<file path="src/rtl/mini_cpu_pkg.sv">
// Shared encodings for the mini-CPU instruction sequencer: opcodes, memory
// operations, display commands and sequencer states. The MUL opcode is only
// legal when MINI_CPU_MUL_EN is defined.
package mini_cpu_pkg;

    localparam logic [2:0] OP_LOAD    = 3'd0;
    localparam logic [2:0] OP_ADD     = 3'd1;
    localparam logic [2:0] OP_ADDI    = 3'd2;
    localparam logic [2:0] OP_SUB     = 3'd3;
    localparam logic [2:0] OP_SUBI    = 3'd4;
    localparam logic [2:0] OP_MUL     = 3'd5;
    localparam logic [2:0] OP_CLEAR   = 3'd6;
    localparam logic [2:0] OP_DISPLAY = 3'd7;

    localparam logic [1:0] MEM_IDLE  = 2'd0;
    localparam logic [1:0] MEM_GET   = 2'd1;
    localparam logic [1:0] MEM_SET   = 2'd2;
    localparam logic [1:0] MEM_RESET = 2'd3;

    localparam logic [1:0] DISP_OFF = 2'd0;
    localparam logic [1:0] DISP_ON  = 2'd1;
    localparam logic [1:0] DISP_UPD = 2'd2;

    localparam logic [2:0] ST_IDLE = 3'd0;
    localparam logic [2:0] ST_RD1  = 3'd1;
    localparam logic [2:0] ST_RD2  = 3'd2;
    localparam logic [2:0] ST_EXEC = 3'd3;
    localparam logic [2:0] ST_WR   = 3'd4;
    localparam logic [2:0] ST_CLR  = 3'd5;
    localparam logic [2:0] ST_RDBK = 3'd6;
    localparam logic [2:0] ST_SHOW = 3'd7;

`ifdef MINI_CPU_MUL_EN
    localparam bit MUL_EN = 1'b1;
`else
    localparam bit MUL_EN = 1'b0;
`endif

    // ADD and SUB take their second operand from memory; all other
    // arithmetic ops use the zero-extended immediate instead.
    function automatic logic uses_src2(input logic [2:0] op);
        return (op == OP_ADD) || (op == OP_SUB);
    endfunction

endpackage

</file>
<file path="src/rtl/mini_cpu_alu.sv">
// Combinational ALU for the mini-CPU sequencer. Unsigned arithmetic modulo
// 2**DATA_W; carry is the add carry-out, the subtract borrow, or (only when
// MINI_CPU_MUL_EN is defined) a nonzero upper half of the product.
module mini_cpu_alu
    import mini_cpu_pkg::*;
#(
    parameter int DATA_W = 16
) (
    input  logic [2:0]        op,
    input  logic [DATA_W-1:0] a,
    input  logic [DATA_W-1:0] b,
    output logic [DATA_W-1:0] r,
    output logic              carry
);

    logic [DATA_W:0] sum;
    logic [DATA_W:0] diff;

    assign sum  = {1'b0, a} + {1'b0, b};
    assign diff = {1'b0, a} - {1'b0, b};

`ifdef MINI_CPU_MUL_EN
    logic [2*DATA_W-1:0] prod;
    assign prod = {{DATA_W{1'b0}}, a} * {{DATA_W{1'b0}}, b};
`endif

    // Select the result and the carry/borrow/overflow flag for the opcode.
    always_comb begin
        r     = '0;
        carry = 1'b0;
        case (op)
            OP_ADD, OP_ADDI: begin
                r     = sum[DATA_W-1:0];
                carry = sum[DATA_W];
            end
            OP_SUB, OP_SUBI: begin
                r     = diff[DATA_W-1:0];
                carry = diff[DATA_W];
            end
`ifdef MINI_CPU_MUL_EN
            OP_MUL: begin
                r     = prod[DATA_W-1:0];
                carry = |prod[2*DATA_W-1:DATA_W];
            end
`endif
            default: begin
                r     = '0;
                carry = 1'b0;
            end
        endcase
    end

endmodule

</file>
<file path="src/rtl/mini_cpu_seq.sv">
// Mini-CPU instruction sequencer: accepts one instruction per handshake,
// reads operands from the external word memory, computes in mini_cpu_alu,
// writes back, reads the destination back and shows it on the display.
// Define MINI_CPU_MUL_EN to enable the MUL opcode; otherwise MUL is illegal.
module mini_cpu_seq
    import mini_cpu_pkg::*;
#(
    parameter int DATA_W = 16,
    parameter int ADDR_W = 4,
    parameter int IMM_W  = 7
) (
    input  logic              clk,
    input  logic              rst,
    input  logic              instr_valid,
    output logic              instr_ready,
    input  logic [2:0]        opcode,
    input  logic [ADDR_W-1:0] dst,
    input  logic [ADDR_W-1:0] src1,
    input  logic [ADDR_W-1:0] src2,
    input  logic [IMM_W-1:0]  imm,
    output logic [1:0]        mem_op,
    output logic [ADDR_W-1:0] mem_addr,
    output logic [DATA_W-1:0] mem_wdata,
    input  logic [DATA_W-1:0] mem_rdata,
    input  logic              mem_done,
    output logic [1:0]        disp_cmd,
    input  logic              disp_done,
    output logic [2:0]        disp_opcode,
    output logic [ADDR_W-1:0] disp_addr,
    output logic [DATA_W-1:0] disp_data,
    output logic              busy,
    output logic              carry,
    output logic              err
);

    logic [2:0]        state;
    logic [2:0]        op_q;
    logic [ADDR_W-1:0] dst_q;
    logic [ADDR_W-1:0] src2_q;
    logic [IMM_W-1:0]  imm_q;
    logic [DATA_W-1:0] a_q;
    logic [DATA_W-1:0] b_q;
    logic [DATA_W-1:0] alu_r;
    logic              alu_carry;
    logic              accept;
    logic              legal;

    assign instr_ready = (state == ST_IDLE);
    assign busy        = ~instr_ready;
    assign accept      = instr_valid & instr_ready;
    assign legal       = MUL_EN || (opcode != OP_MUL);
    assign disp_opcode = op_q;
    assign disp_addr   = dst_q;

    mini_cpu_alu #(.DATA_W(DATA_W)) u_alu (
        .op    (op_q),
        .a     (a_q),
        .b     (b_q),
        .r     (alu_r),
        .carry (alu_carry)
    );

    // Sequencer: every memory/display request is registered and held until
    // its done strobe is sampled, which is also the cycle that moves on.
    always_ff @(posedge clk) begin
        if (rst) begin
            state     <= ST_IDLE;
            op_q      <= '0;
            dst_q     <= '0;
            src2_q    <= '0;
            imm_q     <= '0;
            a_q       <= '0;
            b_q       <= '0;
            mem_op    <= MEM_IDLE;
            mem_addr  <= '0;
            mem_wdata <= '0;
            disp_cmd  <= DISP_OFF;
            disp_data <= '0;
            carry     <= 1'b0;
            err       <= 1'b0;
        end else begin
            err <= 1'b0;
            case (state)
                ST_IDLE: begin
                    if (accept && !legal) begin
                        err <= 1'b1;
                    end else if (accept) begin
                        op_q   <= opcode;
                        dst_q  <= dst;
                        src2_q <= src2;
                        imm_q  <= imm;
                        case (opcode)
                            OP_LOAD: begin
                                state     <= ST_WR;
                                mem_op    <= MEM_SET;
                                mem_addr  <= dst;
                                mem_wdata <= DATA_W'(imm);
                            end
                            OP_CLEAR: begin
                                state    <= ST_CLR;
                                mem_op   <= MEM_RESET;
                                mem_addr <= dst;
                            end
                            OP_DISPLAY: begin
                                state    <= ST_RDBK;
                                mem_op   <= MEM_GET;
                                mem_addr <= dst;
                            end
                            default: begin
                                state    <= ST_RD1;
                                mem_op   <= MEM_GET;
                                mem_addr <= src1;
                            end
                        endcase
                    end
                end
                ST_RD1: begin
                    if (mem_done) begin
                        a_q <= mem_rdata;
                        if (uses_src2(op_q)) begin
                            state    <= ST_RD2;
                            mem_addr <= src2_q;
                        end else begin
                            b_q    <= DATA_W'(imm_q);
                            state  <= ST_EXEC;
                            mem_op <= MEM_IDLE;
                        end
                    end
                end
                ST_RD2: begin
                    if (mem_done) begin
                        b_q    <= mem_rdata;
                        state  <= ST_EXEC;
                        mem_op <= MEM_IDLE;
                    end
                end
                ST_EXEC: begin
                    carry     <= alu_carry;
                    state     <= ST_WR;
                    mem_op    <= MEM_SET;
                    mem_addr  <= dst_q;
                    mem_wdata <= alu_r;
                end
                ST_WR, ST_CLR: begin
                    if (mem_done) begin
                        if (state == ST_CLR) begin
                            carry <= 1'b0;
                        end
                        state    <= ST_RDBK;
                        mem_op   <= MEM_GET;
                        mem_addr <= dst_q;
                    end
                end
                ST_RDBK: begin
                    if (mem_done) begin
                        disp_data <= mem_rdata;
                        state     <= ST_SHOW;
                        mem_op    <= MEM_IDLE;
                        disp_cmd  <= DISP_UPD;
                    end
                end
                ST_SHOW: begin
                    if (disp_done) begin
                        state    <= ST_IDLE;
                        disp_cmd <= DISP_ON;
                    end
                end
                default: begin
                    state  <= ST_IDLE;
                    mem_op <= MEM_IDLE;
                end
            endcase
        end
    end

endmodule
</file>
<file path="config.mk">
export PLATFORM = sky130hd
export DESIGN_NAME = mini_cpu_seq
export DESIGN_NICKNAME = d
export VERILOG_FILES = /design/src/rtl/mini_cpu_pkg.sv /design/src/rtl/mini_cpu_alu.sv /design/src/rtl/mini_cpu_seq.sv
export SDC_FILE = /design/constraint.sdc
export NUM_CORES = 1
export LEC_CHECK = 0
export BUFFER_PORTS_ARGS = -buffer_cell sky130_fd_sc_hd__buf_2
export CAP_MARGIN = 10
export CORE_MARGIN = 10
export CORE_UTILIZATION = 35
export CTS_CLUSTER_SIZE = 25
export DETAILED_ROUTE_END_ITERATION = 7
export RECOVER_POWER = 100
export SYNTH_ARGS = -nofsm -noshare
export SYNTH_HDL_FRONTEND = slang
export SYNTH_SLANG_ARGS = --single-unit
</file>
<file path="constraint.sdc">
create_clock -name clk -period 3.3 [get_ports clk]
set_input_delay 0.33 -clock clk [delete_from_list [all_inputs] [get_ports clk]]
set_output_delay 0.33 -clock clk [all_outputs]
set_load 0.1 [all_outputs]
</file>
==> parameters.txt <==
Parameter                              Value

STA
  Max-Slew Margin vs Limit ... approximately a fifth
  Final TNS setup ... 0 ns
  Final Critical Period ... about 2.9 ns
  Fin. max-slew vios ... 0
  Fin crit share ... between 80% and 90%
  FMAX ... between 300 and 400 MHz
  Endpoints failing setup ... 0
  Worst Max-Slew Pin Slew ... approximately 1.2 ns
  Final Skew ... about 0.0031 ns
  Unrepaired setup endpoints after global routing ... false
  Tightest hold margin ... ~0.21 ns
  Number of failing hold endpoints at the final stage ... 0

Worst hold path
  Classification of the worst-slack hold path ... input port to flop
  Hold path endpoint ... src2_q[1]
  Worst hold path cell count ... 3
  Startpoint of the most critical hold path ... src2[1]

Place
  Buffers added on ports ... 93
  Placement-stage cell area ... about 6300 um2
  DPL Wire Length ... between 10000 and 15000 um
  GP Congestion ... roughly 0.9

Floorplan
  Die span in x ... 147 um
  Placeable Area ... approximately 16000 um2
  Initial core utilization ... 35.6%
  Count of standard-cell rows ... 46
  Die height ... approximately 150 um
  Die area ... between 20000 and 25000 um2
  Top-level I/O count ... 94

Clocking
  Later-pin clock latency in the skew report ... between 0.3 and 0.4 ns
  Hold buffers post-CTS ... 0
  Post-CTS repair timing setup buffer count ... 0
  CTS resizes ... 0
  H-tree level count ... 3
  Clk pin slew, worst setup/hold paths ... roughly 0.070 ns
  Root Driver ... sky130_fd_sc_hd__clkbuf_16
  Number of sinks on the clock net ... 95
  Buffer levels on the longest clock path ... 2
  TritonCTS Buffers ... 9
  CTS tree ... built

Logic synthesis
  Sequential share of the synthesized area ... roughly 34%
  Distinct cell type count after synthesis ... 68
  Number of flops mapped to enable cells by yosys ... 0
  Fraction of registers with async set/reset ... 0%
  Ys flop type ... sky130_fd_sc_hd__dfxtp_1
  Number of instances in the synthesized netlist ... between 700 and 800
  Net count of the mapped netlist ... ~810
  Syn. warnings ... 0
  Flop and latch count out of synthesis ... between 90 and 100
  Cell Area, Synth ... between 5000 and 6000 um2
  Average footprint of a synthesized cell ... 7.71 um2

Route
  Number of iterations in the first detailed-routing pass ... 4
  Post-detailed-route wirelength per cell ... between 15 and 20 um
  Wire length reported by the detailed router ... roughly 16000 um
  Post-route antenna net violation count ... 0
  First-iteration detailed-routing DRC count ... 361
  Post-DR vias/cell ... a little over 5
  Via count of the routed design ... between 5000 and 6000
  Remaining design rule violation count ... 0

Flow run
  Max-cap viol count ... 0

Layout
  Total area of multi-input combinational cells ... around 3400 um2
  Area added between synthesis and finish ... 14.7%
  Number of nets in the layout ... 883
  Antenna cells ... 0
  Seq. cell area ... approximately 1900 um2
  Fin area ... around 6500 um2
  Fraction of layout instances using a drive strength above 1 ... 10.2%
  Fill cell instance count of the final layout ... between 1500 and 2000

Critical path
  Endpoint of the worst-slack reg-to-reg timing path ... carry
  Worst EP arrival ... 3.12 ns
  Setup slack of the worst register-to-register path ... 0.43 ns
  Crit path kind ... flop to flop
  Max Fanout on Critical Path ... 4
  Capturing element type of the critical path ... flop
  Number of cells traversed by the worst register-to-register path ... 10
  Required time reported for the critical path endpoint ... roughly 3.6 ns
  Launching instance or port of the critical path ... b_q[0]
  Reg-to-reg critical path startpoint ... b_q[0]
  Worst setup SP type ... flop

Global route
  Antenna violations before repair ... 0
  Via count of the first global-routing pass ... about 5000
  Maximum number of pins on one net before global-route repair ... 46
  Global-route wire length before repair ... 27400 um
  Overall fraction of global-route tracks in use ... 15.3%
  Leftover overflow at the end of global routing ... 0

Power
  Worst VDD drop ... 354 uV
  Power Dens Cells ... approximately 850 nW/um2
  Leakage dissipation ... approximately 2.4 nW

Outcome
  Result of the run ... finished clean
-- state kept, by name, summed over array words and instances (netlist names) --
register / count
imm_q: 7
state: 3
src2_q: 4
err: 1
disp_opcode: 3
mem_wdata: 16
disp_cmd: 2
a_q: 16
carry: 1
disp_addr: 4
disp_data: 16
mem_op: 2
b_q: 16
mem_addr: 4
-- synthesized netlist by cell type (8+ instances only) --
cell,n,area (um2)
sky130_fd_sc_hd__a211oi_1,30,225
sky130_fd_sc_hd__a21oi_1,101,505
sky130_fd_sc_hd__clkbuf_1,34,128
sky130_fd_sc_hd__dfxtp_1,95,1900
sky130_fd_sc_hd__ha_1,33,413
sky130_fd_sc_hd__inv_1,33,124
sky130_fd_sc_hd__mux2i_1,13,130
sky130_fd_sc_hd__nand2_1,138,518
sky130_fd_sc_hd__nand2b_1,9,56.3
sky130_fd_sc_hd__nand3_1,15,75.1
sky130_fd_sc_hd__nor2_1,56,210
sky130_fd_sc_hd__nor2b_1,11,68.8
sky130_fd_sc_hd__nor3_1,12,60.1
sky130_fd_sc_hd__o211ai_1,8,60.1
sky130_fd_sc_hd__o21ai_0,19,95.1
sky130_fd_sc_hd__o221ai_1,8,70.1
sky130_fd_sc_hd__xnor2_1,10,87.6
-- metrics by stage --
step	worst slack (ns)	instances	util, %	power (mW)
after floorplan	0.0680	731	-	3.95
after global placement	0.524	1010	39.6	4.53
after detailed placement	0.488	1010	39.6	4.54
after CTS	0.467	1026	41.5	5.60
after global routing	0.223	1026	40.9	5.93
final	0.434	1026	40.9	5.52
-- layout by cell type (no fill, tap or decap), drive strengths merged, types with 5 or more instances in the layout --
| cell | synthesis | layout |
|---|---|---|
| nand2b | 10 | 10 |
| o21ai | 21 | 21 |
| buf | 6 | 50 |
| nor2 | 57 | 57 |
| a211oi | 30 | 30 |
| inv | 33 | 34 |
| a21oi | 102 | 102 |
| xnor2 | 10 | 10 |
| nand2 | 138 | 138 |
| clkbuf | 37 | 69 |
| o211ai | 8 | 8 |
| a221o | 5 | 5 |
| o21bai | 7 | 7 |
| mux2i | 13 | 13 |
| dfxtp | 95 | 95 |
| a21o | 6 | 6 |
| nor2b | 11 | 11 |
| o221ai | 8 | 8 |
| nor3 | 13 | 13 |
| nand3 | 16 | 16 |
| ha | 33 | 33 |
-- logic make-up (layout without fill, tap and decap cells) --
group	Yosys count	count (layout)	synth area share [%]
and+or+nand+nor	267	267	21.2
DFF	95	95	33.7
muxes	13	13	2.31
AOI/OAI and AO/OA	230	230	26.5
xor gates and xnor gates	14	14	2.17
buffers and inverters	77	156	5.99
adders and majority gates	35	35	8.03
-- power breakdown --
part	internal (mW)	switching (mW)	total, mW
combinational	0.868	2.10	2.97
clock	0.578	0.471	1.05
sequential	1.33	0.170	1.50
-- critical path, cell delays in order, from the launching register on --
cell and delay, ns:
sky130_fd_sc_hd__dfxtp_1 0.39, sky130_fd_sc_hd__ha_1 0.18, sky130_fd_sc_hd__inv_1 0.05, sky130_fd_sc_hd__fa_1 0.41, sky130_fd_sc_hd__o21bai_1 0.19, sky130_fd_sc_hd__nand2_1 0.07, sky130_fd_sc_hd__o31ai_1 0.44, sky130_fd_sc_hd__a21oi_1 0.20
sky130_fd_sc_hd__o31ai_1 0.40, sky130_fd_sc_hd__a2111oi_0 0.17, sky130_fd_sc_hd__o32ai_1 0.25
-- final cells by class --
class | instances | area share, %
Multi-Input combinational cell | 559 | 52.4
Tap cell | 216 | 4.18
Inverter | 34 | 1.97
Timing Repair Buffer | 106 | 7.43
Clock inverter | 3 | 0.387
Clock buffer | 13 | 4.18
Sequential cell | 95 | 29.4
-- worst max-delay path by stage --
stage                     slack [ns]             end  cells after the start
after floorplan                 0.07  disp_opcode[0]                      9
after global placement          0.52   mem_wdata[14]                     10
after detailed placement        0.49           carry                     10
after CTS                       0.47   mem_wdata[14]                     10
after global routing            0.22           carry                     10
final                           0.43           carry                     10
-- layer usage --
metal / global-route usage (%) / routed length [um]
met4: 5.80 / 266
met2: 22.1 / 6960
met5: 0 / 0
met3: 2.24 / 657
met1: 22.2 / 8610
(Power assumes the default switching activity.)
